`src/rtl/keypad_scanner.sv`:
```
// keypad_scanner: 4x4 matrix keypad scan, debounce and 4-digit hex buffer.
// DIGITS nibbles map straight onto the display mux inputs D0..D3.
module keypad_scanner #(
   parameter int CLK_HZ         = 50000000,
   parameter int SCAN_HZ        = 1000,
   parameter int DEBOUNCE_SCANS = 4
) (
   input  logic        CLK,
   input  logic        CLEAR,
   input  logic [3:0]  ROW,
   output logic [3:0]  COL,
   output logic [3:0]  KEY,
   output logic        KEY_VALID,
   output logic        HELD,
   output logic [15:0] DIGITS
);

   localparam int SCAN_DIV = CLK_HZ / SCAN_HZ;
   localparam int DW       = $clog2(SCAN_DIV);
   localparam int CW       = $clog2(DEBOUNCE_SCANS + 1);

   typedef enum logic [1:0] {
      S_IDLE,
      S_DEB,
      S_PRESS,
      S_REL
   } state_t;

   logic [DW-1:0] r_div;
   logic [1:0]    r_col_idx;
   logic [3:0]    r_row_s1;
   logic [3:0]    r_row_s2;
   logic [1:0]    r_hits;
   logic [3:0]    r_code;
   state_t        r_state;
   logic [CW-1:0] r_cnt;
   logic [3:0]    r_cand;
   logic [3:0]    r_key;
   logic [15:0]   r_digits;
   logic          r_valid;

   logic          w_tick;
   logic          w_scan_done;
   logic [3:0]    w_low;
   logic [2:0]    w_col_hits;
   logic [1:0]    w_row_idx;
   logic [2:0]    w_sum;
   logic [1:0]    w_tot;
   logic [3:0]    w_code;
   logic          w_none;
   logic          w_single;
   state_t        w_state_nx;
   logic [CW-1:0] w_cnt_nx;
   logic [3:0]    w_cand_nx;
   logic          w_accept;

   function automatic logic [3:0] f_keymap(
      input logic [1:0] r,
      input logic [1:0] c
   );
      logic [3:0] v;
      v = 4'h0;
      case ({r, c})
         4'h0: v = 4'h1;
         4'h1: v = 4'h2;
         4'h2: v = 4'h3;
         4'h3: v = 4'hA;
         4'h4: v = 4'h4;
         4'h5: v = 4'h5;
         4'h6: v = 4'h6;
         4'h7: v = 4'hB;
         4'h8: v = 4'h7;
         4'h9: v = 4'h8;
         4'hA: v = 4'h9;
         4'hB: v = 4'hC;
         4'hC: v = 4'hE;
         4'hD: v = 4'h0;
         4'hE: v = 4'hF;
         default: v = 4'hD;
      endcase
      return v;
   endfunction

   assign w_tick      = (r_div == DW'(SCAN_DIV - 1));
   assign w_scan_done = w_tick && (r_col_idx == 2'd3);
   assign w_low       = ~r_row_s2;

   always_ff @(posedge CLK or negedge CLEAR) begin
      if (!CLEAR) begin
         r_div     <= '0;
         r_col_idx <= 2'd0;
         r_row_s1  <= 4'hF;
         r_row_s2  <= 4'hF;
      end else begin
         r_row_s1 <= ROW;
         r_row_s2 <= r_row_s1;
         if (w_tick) begin
            r_div     <= '0;
            r_col_idx <= r_col_idx + 2'd1;
         end else begin
            r_div <= r_div + DW'(1);
         end
      end
   end

   // Hit count saturates at 2: anything beyond one intersection is MULTI.
   always_comb begin
      w_col_hits = 3'(w_low[0]) + 3'(w_low[1])
                 + 3'(w_low[2]) + 3'(w_low[3]);
      w_row_idx = 2'd0;
      for (int i = 3; i >= 0; i--) begin
         if (w_low[i]) w_row_idx = 2'(i);
      end
      w_sum  = {1'b0, r_hits} + w_col_hits;
      w_tot  = (w_sum >= 3'd2) ? 2'd2 : w_sum[1:0];
      w_code = (w_col_hits == 3'd1) ?
               f_keymap(w_row_idx, r_col_idx) : r_code;
      w_none   = (w_tot == 2'd0);
      w_single = (w_tot == 2'd1);
   end

   always_ff @(posedge CLK or negedge CLEAR) begin
      if (!CLEAR) begin
         r_hits <= 2'd0;
         r_code <= 4'h0;
      end else if (w_tick) begin
         if (r_col_idx == 2'd3) begin
            r_hits <= 2'd0;
            r_code <= 4'h0;
         end else begin
            r_hits <= w_tot;
            r_code <= w_code;
         end
      end
   end

   always_ff @(posedge CLK or negedge CLEAR) begin
      if (!CLEAR) begin
         r_state  <= S_IDLE;
         r_cnt    <= '0;
         r_cand   <= 4'h0;
         r_key    <= 4'h0;
         r_digits <= 16'h0000;
         r_valid  <= 1'b0;
      end else begin
         r_state <= w_state_nx;
         r_cnt   <= w_cnt_nx;
         r_cand  <= w_cand_nx;
         r_valid <= w_accept;
         if (w_accept) begin
            r_key    <= r_cand;
            r_digits <= {r_digits[11:0], r_cand};
         end
      end
   end

   always_comb begin
      w_state_nx = r_state;
      w_cnt_nx   = r_cnt;
      w_cand_nx  = r_cand;
      w_accept   = 1'b0;
      if (w_scan_done) begin
         unique case (r_state)
            S_IDLE: begin
               if (w_single) begin
                  w_state_nx = S_DEB;
                  w_cand_nx  = w_code;
                  w_cnt_nx   = CW'(1);
               end
            end
            S_DEB: begin
               if (w_single && (w_code == r_cand)) begin
                  if (r_cnt == CW'(DEBOUNCE_SCANS - 1)) begin
                     w_state_nx = S_PRESS;
                     w_cnt_nx   = '0;
                     w_accept   = 1'b1;
                  end else begin
                     w_cnt_nx = r_cnt + CW'(1);
                  end
               end else if (w_single) begin
                  w_cand_nx = w_code;
                  w_cnt_nx  = CW'(1);
               end else begin
                  w_state_nx = S_IDLE;
                  w_cnt_nx   = '0;
               end
            end
            S_PRESS: begin
               if (w_none) begin
                  w_state_nx = S_REL;
                  w_cnt_nx   = CW'(1);
               end
            end
            S_REL: begin
               if (w_none) begin
                  if (r_cnt == CW'(DEBOUNCE_SCANS - 1)) begin
                     w_state_nx = S_IDLE;
                     w_cnt_nx   = '0;
                  end else begin
                     w_cnt_nx = r_cnt + CW'(1);
                  end
               end else begin
                  w_state_nx = S_PRESS;
                  w_cnt_nx   = '0;
               end
            end
         endcase
      end
   end

   always_comb begin
      COL       = ~(4'b0001 << r_col_idx);
      KEY       = r_key;
      KEY_VALID = r_valid;
      HELD      = (r_state == S_PRESS) || (r_state == S_REL);
      DIGITS    = r_digits;
   end

endmodule

```
`config.mk`:
```
export PLATFORM = sky130hd
export DESIGN_NAME = keypad_scanner
export DESIGN_NICKNAME = d
export VERILOG_FILES = /design/src/rtl/keypad_scanner.sv
export SDC_FILE = /design/constraint.sdc
export NUM_CORES = 1
export LEC_CHECK = 0
export BUFFER_PORTS_ARGS = -buffer_cell sky130_fd_sc_hd__buf_2
export CORE_MARGIN = 1.5
export CORE_UTILIZATION = 28
export DETAILED_ROUTE_END_ITERATION = 8
export REMOVE_ABC_BUFFERS = 1
export SYNTH_ARGS = -nofsm -noshare
export SYNTH_HDL_FRONTEND = slang
export SYNTH_SLANG_ARGS = --single-unit
export TNS_END_PERCENT = 10
```
`constraint.sdc`:
```
create_clock -name CLK -period 4.7 [get_ports CLK]
set_input_delay 0.47 -clock CLK [delete_from_list [all_inputs] [get_ports CLK]]
set_output_delay 0.47 -clock CLK [all_outputs]
set_load 0.01 [all_outputs]
```
== Yosys cells after proc, flatten, opt, wreduce, memory -nomap -nowiden ==
Memories as Yosys holds them, arrays and structs flattened.
Index checks and enable logic that the tools add are counted.

* Register bits: 62
* Memory bits (read-only): 64
* Input port bits: 6
* Output and inout port bits: 26
* Word-level logic and storage cells: 79
* Memories: 1

{| class="wikitable"
|+ Memories
! memory !! depth !! bits a word !! rd ports !! clocked after Yosys merged registers in !! write ports !! RTL line !! text
|-
| (name not given) || 16 || 4 || 1 || 0 || 0 || 63 || <nowiki>case ({r, c})</nowiki>
|}

* $add $sub $neg: 7
* $lt $le $gt $ge: 1
* Eq/ne operators: 15
* Shifts and indexed selects: 1
* Multiplexer cells: 31
* Bitwise logic cells: 2
* Reductions and logical operators: 9

{| class="wikitable"
|+ Operators by type and width
! kind !! number
|-
| $mux W2 || 13
|-
| $add A16 B1 Y16 const B || 1
|-
| $eq A16 B16 Y1 const B || 1
|-
| $mux W16 || 1
|-
| $mux W4 || 4
|-
| $mux W3 || 5
|-
| $pmux W3 S4 || 1
|-
| $ne A3 B3 Y1 const B || 3
|-
| $not A4 Y4 || 2
|-
| $pmux W2 S4 || 1
|-
| $pmux W4 S2 || 1
|-
| $eq A2 B2 Y1 const B || 3
|-
| $ne A2 B2 Y1 const B || 3
|-
| $reduce_and A3 Y1 || 2
|-
| $reduce_and A6 Y1 || 1
|-
| $mux W1 || 5
|-
| $eq A2 B1 Y1 const B || 2
|-
| $eq A4 B4 Y1 || 1
|-
| $logic_not A2 Y1 || 2
|-
| $shl A1 B2 Y4 const A || 1
|-
| $add A2 B1 Y3 || 1
|-
| $add A2 B3 Y3 || 1
|-
| $add A3 B1 Y3 || 1
|-
| $add A3 B1 Y3 const B || 1
|-
| other kinds (8) || 9
|}

== Logic depth before layout (Yosys ltp) ==
Gate-level depths: netlist of the first run.

* Word-level depth: 12
* Depth in mapped cells: 12
* Gate-level depth less buffers: 11

== Least setup slack after synthesis of the first run ==
OpenSTA, ideal clock, no wires.

* Path type: register to register
* From: register r_row_s2[1]
* To: register r_digits[10] (netlist: DIGITS[10])
* Library setup time: 0.125 ns
* Arrival time: 4.025 ns
* Required time: 4.575 ns
* Setup slack: 0.550 ns
* Cell stages (with the launch flop): 12
* Buffers on the path: 1
* Clock period less this slack: 4.150 ns
* Path through: dfstp_2 inv_1 fa_1 ha_1 ha_1 fa_1 xor2_1 or3b_2 or4_4 nor4_4 buf_6 mux2_2

* Cells in the longest elaborated chain, start to end: 12
* Elaborated cells between the ends (all ways): 18
* Classes of those cells: add/sub (4); order compare (1); eq/ne (3); mux (7); bitwise (1); reduce/logical (1); memory (1)

{| class="wikitable"
|+ RTL lines
! item !! RTL line !! text
|-
| from (decl) || 32 || <nowiki>logic [3:0] r_row_s2;</nowiki>
|-
| from (signal assigned) || 96 || <nowiki>r_row_s2 <= r_row_s1;</nowiki>
|-
| $not A4 Y4 (*) || 86 || <nowiki>assign w_low = ~r_row_s2;</nowiki>
|-
| $add A1 B1 Y2 || 108 || <nowiki>w_col_hits = 3'(w_low[0]) + 3'(w_low[1])</nowiki>
|-
| $add A2 B1 Y3 || 109 || <nowiki>+ 3'(w_low[2]) + 3'(w_low[3]);</nowiki>
|-
| $add A3 B1 Y3 || 109 ||
|-
| $add A2 B3 Y3 || 114 || <nowiki>w_sum = {1'b0, r_hits} + w_col_hits;</nowiki>
|-
| $ge A3 B2 Y1 || 115 || <nowiki>w_tot = (w_sum >= 3'd2) ? 2'd2 : w_sum[1:0];</nowiki>
|-
| $mux W2 || 115 ||
|-
| $eq A2 B1 Y1 || 119 || <nowiki>w_single = (w_tot == 2'd1);</nowiki>
|-
| $logic_and A1 B1 Y1 (*) || 172 || <nowiki>if (w_single && (w_code == r_cand)) begin</nowiki>
|-
| $mux W1 (*) || 172 ||
|-
| $mux W1 (*) || 163 || <nowiki>unique case (r_state)</nowiki>
|-
| $mux W1 (*) || 162 || <nowiki>if (w_scan_done) begin</nowiki>
|-
| to (signal assigned) || 152 || <nowiki>r_digits <= {r_digits[11:0], r_cand};</nowiki>
|-
| to (decl) || 39 || <nowiki>logic [15:0] r_digits;</nowiki>
|}

Mark *: on every way between the ends. The rest lies on a longest branch, timed or not.
A chain may end at the register's enable or synchronous reset.

== Worst setup path in the final report of the first run ==
* From: register r_row_s2[1]
* To: register r_digits[14] (netlist: DIGITS[14])

The elaborated chain is that of the path after synthesis.

==> flow_metrics.py, run 1 <==
metrics = {
    "drt": {
        "vias": 2065,
        "drtAntennaViolNets": 0,
        "wl_per_cell_um": 13.1,
        "route.detailed.drc": 0,
        "drtIter0Drc": 119,
        "first_pass_iters": 4,
        "vias_per_cell": 4.67,
        "wl_um": 5810,
    },
    "power": {
        "leakage_nw": 1.67,
        "combPwrFrac_pct": 6.9,
        "p_sw_share_pct": 23.6,
        "p_int_uw": 802,
        "ir_worst_vdd_mv": 0.131,
        "switchingPower_uw": 248,
        "clkPwrFrac_pct": 44.6,
        "power_frac_seq_pct": 48.5,
        "power.density_nw_per_um2": 302,
    },
    "sta": {
        "grt_setup_unrepaired": "no",
        "layout_min_cycle_time_ns": 4.23,
        "skew_ns": 0.00702,
        "worst_pin_slew_ns": 0.715,
        "fin_crit_sh_pct": 90.0,
        "finalWorstSetupSlack_ns": 0.472,
        "final-setup-viol-count": 0,
        "slew_violations": 0,
        "tns_ns": 0,
        "clock.fmax_ghz": 0.237,
        "relSlewSlack_pct": 52.3,
        "final-hold-violation-count": 0,
    },
    "worst_setup_path": {
        "max_stage_delay_ns": 0.59,
        "critPathKind": "reg -> reg",
        "cpLargestDelayFamily": "adder cells",
        "critPathCaptureType": "register",
        "startpoint_type": "register",
        "cp.arrival_ns": 4.45,
        "crit_fanout": 16,
        "critPathBufInv": 2,
        "crit_path_top_delay_cell": "dfstp_2",
        "worstPathRequired_ns": 4.92,
        "r2r_slack_ns": 0.47,
        "crit_chain": "inv_1 > fa_1 > ha_1 > ha_1 > fa_1 > xor2_1 > or3b_2 > or4_4 > nor4_4 > buf_4 > mux2_2",
    },
    "die": {
        "fp.dieArea_um2": 11200,
        "die_h_um": 106,
        "ios": 32,
        "start_util_pct": 28.8,
        "die_x_um": 106,
        "std_cell_rows": 37,
        "core_um2": 10300,
    },
    "cts": {
        "numCtsBuffers": 9,
        "clock_sinks": 58,
        "cts.reportedPaths.clkPinSlew_ns": 0.06,
        "cts_setup_buffers": 0,
        "cts_tree": "yes",
        "root_buffer": "clkbuf_8",
        "htreeDepth": 3,
        "hold_buffers": 0,
        "cts_buffer_depth": 2,
        "clock_latency_ns": 0.34,
        "post_cts_resized": 0,
    },
    "global_route": {
        "grt_pass1_wl_um": 10100,
        "antenna_found_initial": 0,
        "grtUsageTotal_pct": 11.5,
        "first_global_vias": 2047,
        "grt_max_degree": 59,
        "grt_overflow": 0,
    },
    "synthesis": {
        "dominantRegCellSynth": "dfrtp_1",
        "synth_area_um2": 2970,
        "yosys_warnings": 0,
        "yosysSeqAreaShare_pct": 49.2,
        "synth_cells": 264,
        "ys_async_sr_fraction_pct": 100,
        "ys_seq_elements": 58,
        "synth_edf_count": 0,
        "synth.distinct_cells": 50,
        "avgSynthCellArea_um2": 11.3,
    },
    "cells_and_area": {
        "nets": 320,
        "drive_gt1_share_pct": 29.7,
        "design_area_um2": 3480,
        "fin_cells": 442,
        "syn_to_final_growth_pct": 16.9,
        "num_antenna_cells": 0,
    },
    "placed_design": {
        "place_congestion": 0.810,
        "dpl_cell_area_um2": 3270,
        "dp_hpwl_um": 4060,
        "post-place-cells": 426,
        "dp_slack_ns": 0.498,
        "port-buffer-count": 31,
    },
    "run_status": {
        "status": "complete, no violations",
    },
    "min_path": {
        "min_path_type": "in -> reg",
    },
    "run": {
        "drv_cap": 0,
    },
}
-- layout by cell type (no fill, tap or decap), drive strengths merged, types with 3 or more instances in the layout --
cell type / count
a21oi: 8
a22o: 4
and3: 3
buf: 35
clkbuf: 11
clkinv: 3
dfrtp: 50
dfstp: 8
ha: 11
inv: 13
mux2: 21
nand2: 22
nand2b: 3
nand3: 10
nand4: 3
nor2: 15
nor2b: 4
nor3: 6
nor4: 4
o211ai: 3
o21ai: 10
o31ai: 3
or3b: 4
or4: 3
xnor2: 7
xor2: 12
-- worst reg2reg max path, stage by stage, from the launching register on --
cell	delay, ns
dfstp_2	0.59
inv_1	0.10
fa_1	0.46
ha_1	0.19
ha_1	0.33
fa_1	0.42
xor2_1	0.19
or3b_2	0.53
or4_4	0.52
nor4_4	0.14
buf_4	0.28
mux2_2	0.37
-- logic make-up after synthesis --
| logic type | Yosys count | share of synthesized area, % |
|---|---|---|
| AO/OA/AOI/OAI | 42 | 9.81 |
| XOR/XNOR | 19 | 5.60 |
| multiplexers | 21 | 7.95 |
| adder cells (fa/ha/maj) | 13 | 5.98 |
| AND/OR/NAND/NOR | 89 | 18.0 |
| buffers and inverters | 22 | 3.54 |
| flip-flops | 58 | 49.2 |
-- worst paths after layout --
kind,startpoint,end,cells past startpoint
hold / removal,ROW[1],r_row_s1[1]$_DFF_PN1_,1
setup / recovery,r_row_s2[1]$_DFF_PN1_,DIGITS[14]$_DFFE_PN0P_,11
max in group asynchronous,CLEAR,r_col_idx[1]$_DFFE_PN0N_,2
setup reg to reg,r_row_s2[1]$_DFF_PN1_,DIGITS[14]$_DFFE_PN0P_,11
hold reg to reg,r_row_s1[2]$_DFF_PN1_,r_row_s2[2]$_DFF_PN1_,0
min in group asynchronous,CLEAR,r_cnt[1]$_DFFE_PN0P_,2
-- power by group through the flow --
| stage | logic [mW] | clock network, mW | registers, mW |
|---|---|---|---|
| after detailed placement | 0.0732 | 0 | 0.518 |
| final | 0.0726 | 0.468 | 0.509 |
| after CTS | 0.0734 | 0.486 | 0.509 |
| after floorplan | 0.0469 | 0 | 0.517 |
| after global placement | 0.0710 | 0 | 0.518 |
| after global routing | 0.0815 | 0.513 | 0.509 |
-- cell type report --
type                    count  area, µm²
clock buffers              11        151
clock inverters             5       52.6
fillers                  1052       6850
inverters                  13       48.8
multi-input cells         184       1410
flip-flops and latches     58       1460
well taps                 136        170
repair buffers             35        185
-- stage by stage --
step | util [%] | power, mW | hold WS (ns)
6_report | 33.7 | 1.05 | 0.228
5_1_grt | 33.7 | 1.10 | 0.202
4_1_cts | 33.7 | 1.07 | 0.206
3_5_place_dp | 31.7 | 0.591 | 0.347
3_3_place_gp | 31.7 | 0.589 | 0.346
2_1_floorplan | - | 0.564 | 0.174
-- metal layers --
metal	global-route usage, %	wire length [µm]
met5	0	0
met4	4.73	98
met2	17.7	2570
met1	14.8	2880
met3	3.86	265
-- flip-flops by register name, summed over array words and instances, names as in the netlist --
signal and cells:
DIGITS 13, r_row_s1 4, r_state 2, r_code 4, KEY_VALID 1, r_row_s2 4, r_col_idx 2, KEY 3
r_hits 2, r_cnt 3, r_cand 4, r_div 16
-- synthesized netlist by cell type, types with 2 or more instances --
master	n	area, µm²
or3_1	2	12.5
nor4_4	2	42.5
inv_1	13	48.8
o31ai_1	3	22.5
o2111ai_1	2	17.5
nor3_1	5	25.0
o211ai_1	3	22.5
and4_1	2	17.5
nand3b_1	2	15.0
or4_1	2	15.0
nand3_1	10	50.1
mux2_2	21	236
nor4_1	2	12.5
or3b_2	2	17.5
nor2b_1	4	25.0
a31oi_1	2	12.5
or3b_1	2	17.5
and3_1	3	18.8
o21ai_0	10	50.1
o21a_1	2	15.0
a21o_1	2	15.0
a22o_1	4	35.0
clkbuf_1	4	15.0
nand4_1	3	18.8
fa_1	2	40.0
ha_1	11	138
xnor2_1	7	61.3
nor2_1	15	56.3
nand2b_1	3	18.8
dfstp_2	8	210
buf_4	4	30.0
nand2_1	22	82.6
xor2_1	12	105
dfrtp_1	50	1250
a21oi_1	8	40.0
Note: power is estimated with default switching activity, not from simulation.
==> run 2: changes to the inputs <==
CORE_MARGIN = 2   (was 1.5)
CORE_UTILIZATION = 58   (was 28)
PLACE_DENSITY = 0.79   (was unset)
==> run 2 against run 1 <==
  * Combinational power hardly changed
  * Sequential power is essentially flat
  * Clock power rose by 12%
  * Clock skew is essentially flat
  * Largest cell class unchanged
  * Largest power group is now clock
==> flow_metrics.py, run 2 (synthesized netlist as in run 1, its figures left out) <==
metrics = {
    "die": {
        "fp.dieArea_um2": 5710,
        "die_h_um": 75.6,
        "die_x_um": 75.6,
        "core_um2": 5010,
        "ios": 32,
        "start_util_pct": 59.3,
        "std_cell_rows": 26,
    },
    "drt": {
        "drtIter0Drc": 126,
        "vias": 2081,
        "wl_um": 5420,
        "first_pass_iters": 4,
        "wl_per_cell_um": 14.5,
        "drtAntennaViolNets": 0,
        "vias_per_cell": 5.55,
        "route.detailed.drc": 0,
    },
    "sta": {
        "finalWorstSetupSlack_ns": 0.405,
        "layout_min_cycle_time_ns": 4.29,
        "grt_setup_unrepaired": "no",
        "clock.fmax_ghz": 0.233,
        "tns_ns": 0,
        "fin_crit_sh_pct": 91.4,
        "final-setup-viol-count": 0,
        "skew_ns": 0.00660,
        "worst_pin_slew_ns": 0.700,
        "final-hold-violation-count": 0,
        "slew_violations": 0,
        "relSlewSlack_pct": 53.4,
    },
    "run": {
        "drv_cap": 0,
    },
    "cells_and_area": {
        "num_antenna_cells": 0,
        "fillers": 426,
        "syn_to_final_growth_pct": 14.7,
        "fin_cells": 375,
        "nets": 319,
        "layout_common_cells": "dfrtp_1, buf_2, nand2_1",
        "mostFrequentLayoutCell": "dfrtp_1",
        "largest_register_ffs": 16,
        "multi_input_area_um2": 1410,
        "seq_area_um2": 1460,
        "drive_gt1_share_pct": 29.5,
        "top_register": "r_div",
    },
    "placed_design": {
        "place_congestion": 0.889,
        "dp_slack_ns": 0.501,
        "dp_hpwl_um": 3720,
        "post-place-cells": 359,
        "port-buffer-count": 31,
    },
    "power": {
        "power.density_nw_per_um2": 324,
        "leakage_nw": 1.67,
        "total_power_mw": 1.10,
        "ir_worst_vdd_mv": 0.246,
    },
    "global_route": {
        "grt_max_degree": 59,
        "first_global_vias": 1974,
        "grtUsageTotal_pct": 21.6,
        "grt_overflow": 0,
        "grt_pass1_wl_um": 9110,
        "antenna_found_initial": 0,
    },
    "worst_setup_path": {
        "crit_chain": "inv_1 > fa_1 > ha_1 > ha_1 > nor3b_2 > o31ai_1 > o31ai_1 > xor2_1 > o41ai_1 > mux2_2",
        "crit_fanout": 9,
        "startpoint_type": "register",
        "critPathKind": "reg -> reg",
        "critPathCaptureType": "register",
        "cpLargestDelayFamily": "compound AO/OA/AOI/OAI gates",
        "critPathBufInv": 1,
        "worstPathRequired_ns": 4.93,
        "crit_path_top_delay_cell": "dfstp_2",
        "crit_start": "r_row_s2[1]$_DFF_PN1_",
        "cp.arrival_ns": 4.52,
        "reg2reg_from": "r_row_s2[1]$_DFF_PN1_",
        "max_stage_delay_ns": 0.59,
    },
    "cts": {
        "hold_buffers": 0,
        "numCtsBuffers": 9,
        "cts_buffer_depth": 2,
        "cts.reportedPaths.clkPinSlew_ns": 0.07,
        "root_buffer": "clkbuf_8",
        "clock_latency_ns": 0.34,
        "clock_sinks": 58,
        "post_cts_resized": 0,
        "cts_tree": "yes",
        "cts_setup_buffers": 0,
        "htreeDepth": 3,
    },
    "min_path": {
        "min_path_type": "in -> reg",
        "hp-start": "ROW[2]",
    },
    "run_status": {
        "status": "complete, no violations",
    },
}
run 2: cell type report:
class                      instances  area share [%]
sequential                        58            42.9
multi-input combinational        184            41.2
timing repair buffer              34            5.21
clock buffer                      10            4.04
clock inverter                     6            2.64
tap                               70            2.57
inverter                          13            1.43
run 2: per-stage QoR:
stage | instance area, µm² | util (%) | hold WS (ns)
finish | 3410 | 68.1 | 0.225
global route | 3410 | 68.1 | 0.220
CTS | 3410 | 68.1 | 0.212
detailed placement | 3180 | 63.5 | 0.347
global placement | 3180 | 63.5 | 0.346
floorplan | 2920 | - | 0.174
run 2: path summary, 6_finish.rpt:
path / endpoint / slack, ns / depth (start not counted)
min: r_row_s1[2]$_DFF_PN1_ / 0.22 / 1
max: r_cand[3]$_DFFE_PN0P_ / 0.41 / 10
max in group asynchronous: r_code[2]$_DFFE_PN0N_ / 3.97 / 2
min in group asynchronous: r_hits[1]$_DFFE_PN0N_ / 0.26 / 2
max reg2reg: r_cand[3]$_DFFE_PN0P_ / 0.41 / 10
min reg2reg: r_row_s2[2]$_DFF_PN1_ / 0.36 / 0
run 2: layer usage:
| metal | part of all wire, % | routed length (µm) | GRT usage [%] | vias up |
|---|---|---|---|---|
| li1 | - | - | - | 1013 |
| met1 | 46 | 2490 | 28.9 | 1014 |
| met2 | 48 | 2620 | 33.9 | 45 |
| met3 | 3.2 | 173 | 3.57 | 9 |
| met4 | 2.5 | 138 | 11.7 | 0 |
| met5 | 0 | 0 | 0 | - |
run 2: power breakdown:
part | internal [mW] | total, mW | switching, mW
Combinational | 0.0248 | 0.0724 | 0.0476
Sequential | 0.505 | 0.509 | 0.00323
Clock | 0.313 | 0.523 | 0.209
run 2: worst reg2reg max path: stages (launching register included):
cell and delay [ns]:
dfstp_2 0.59, inv_1 0.11, fa_1 0.46, ha_1 0.20, ha_1 0.34, nor3b_2 0.58
o31ai_1 0.17, o31ai_1 0.49, xor2_1 0.26, o41ai_1 0.59, mux2_2 0.40
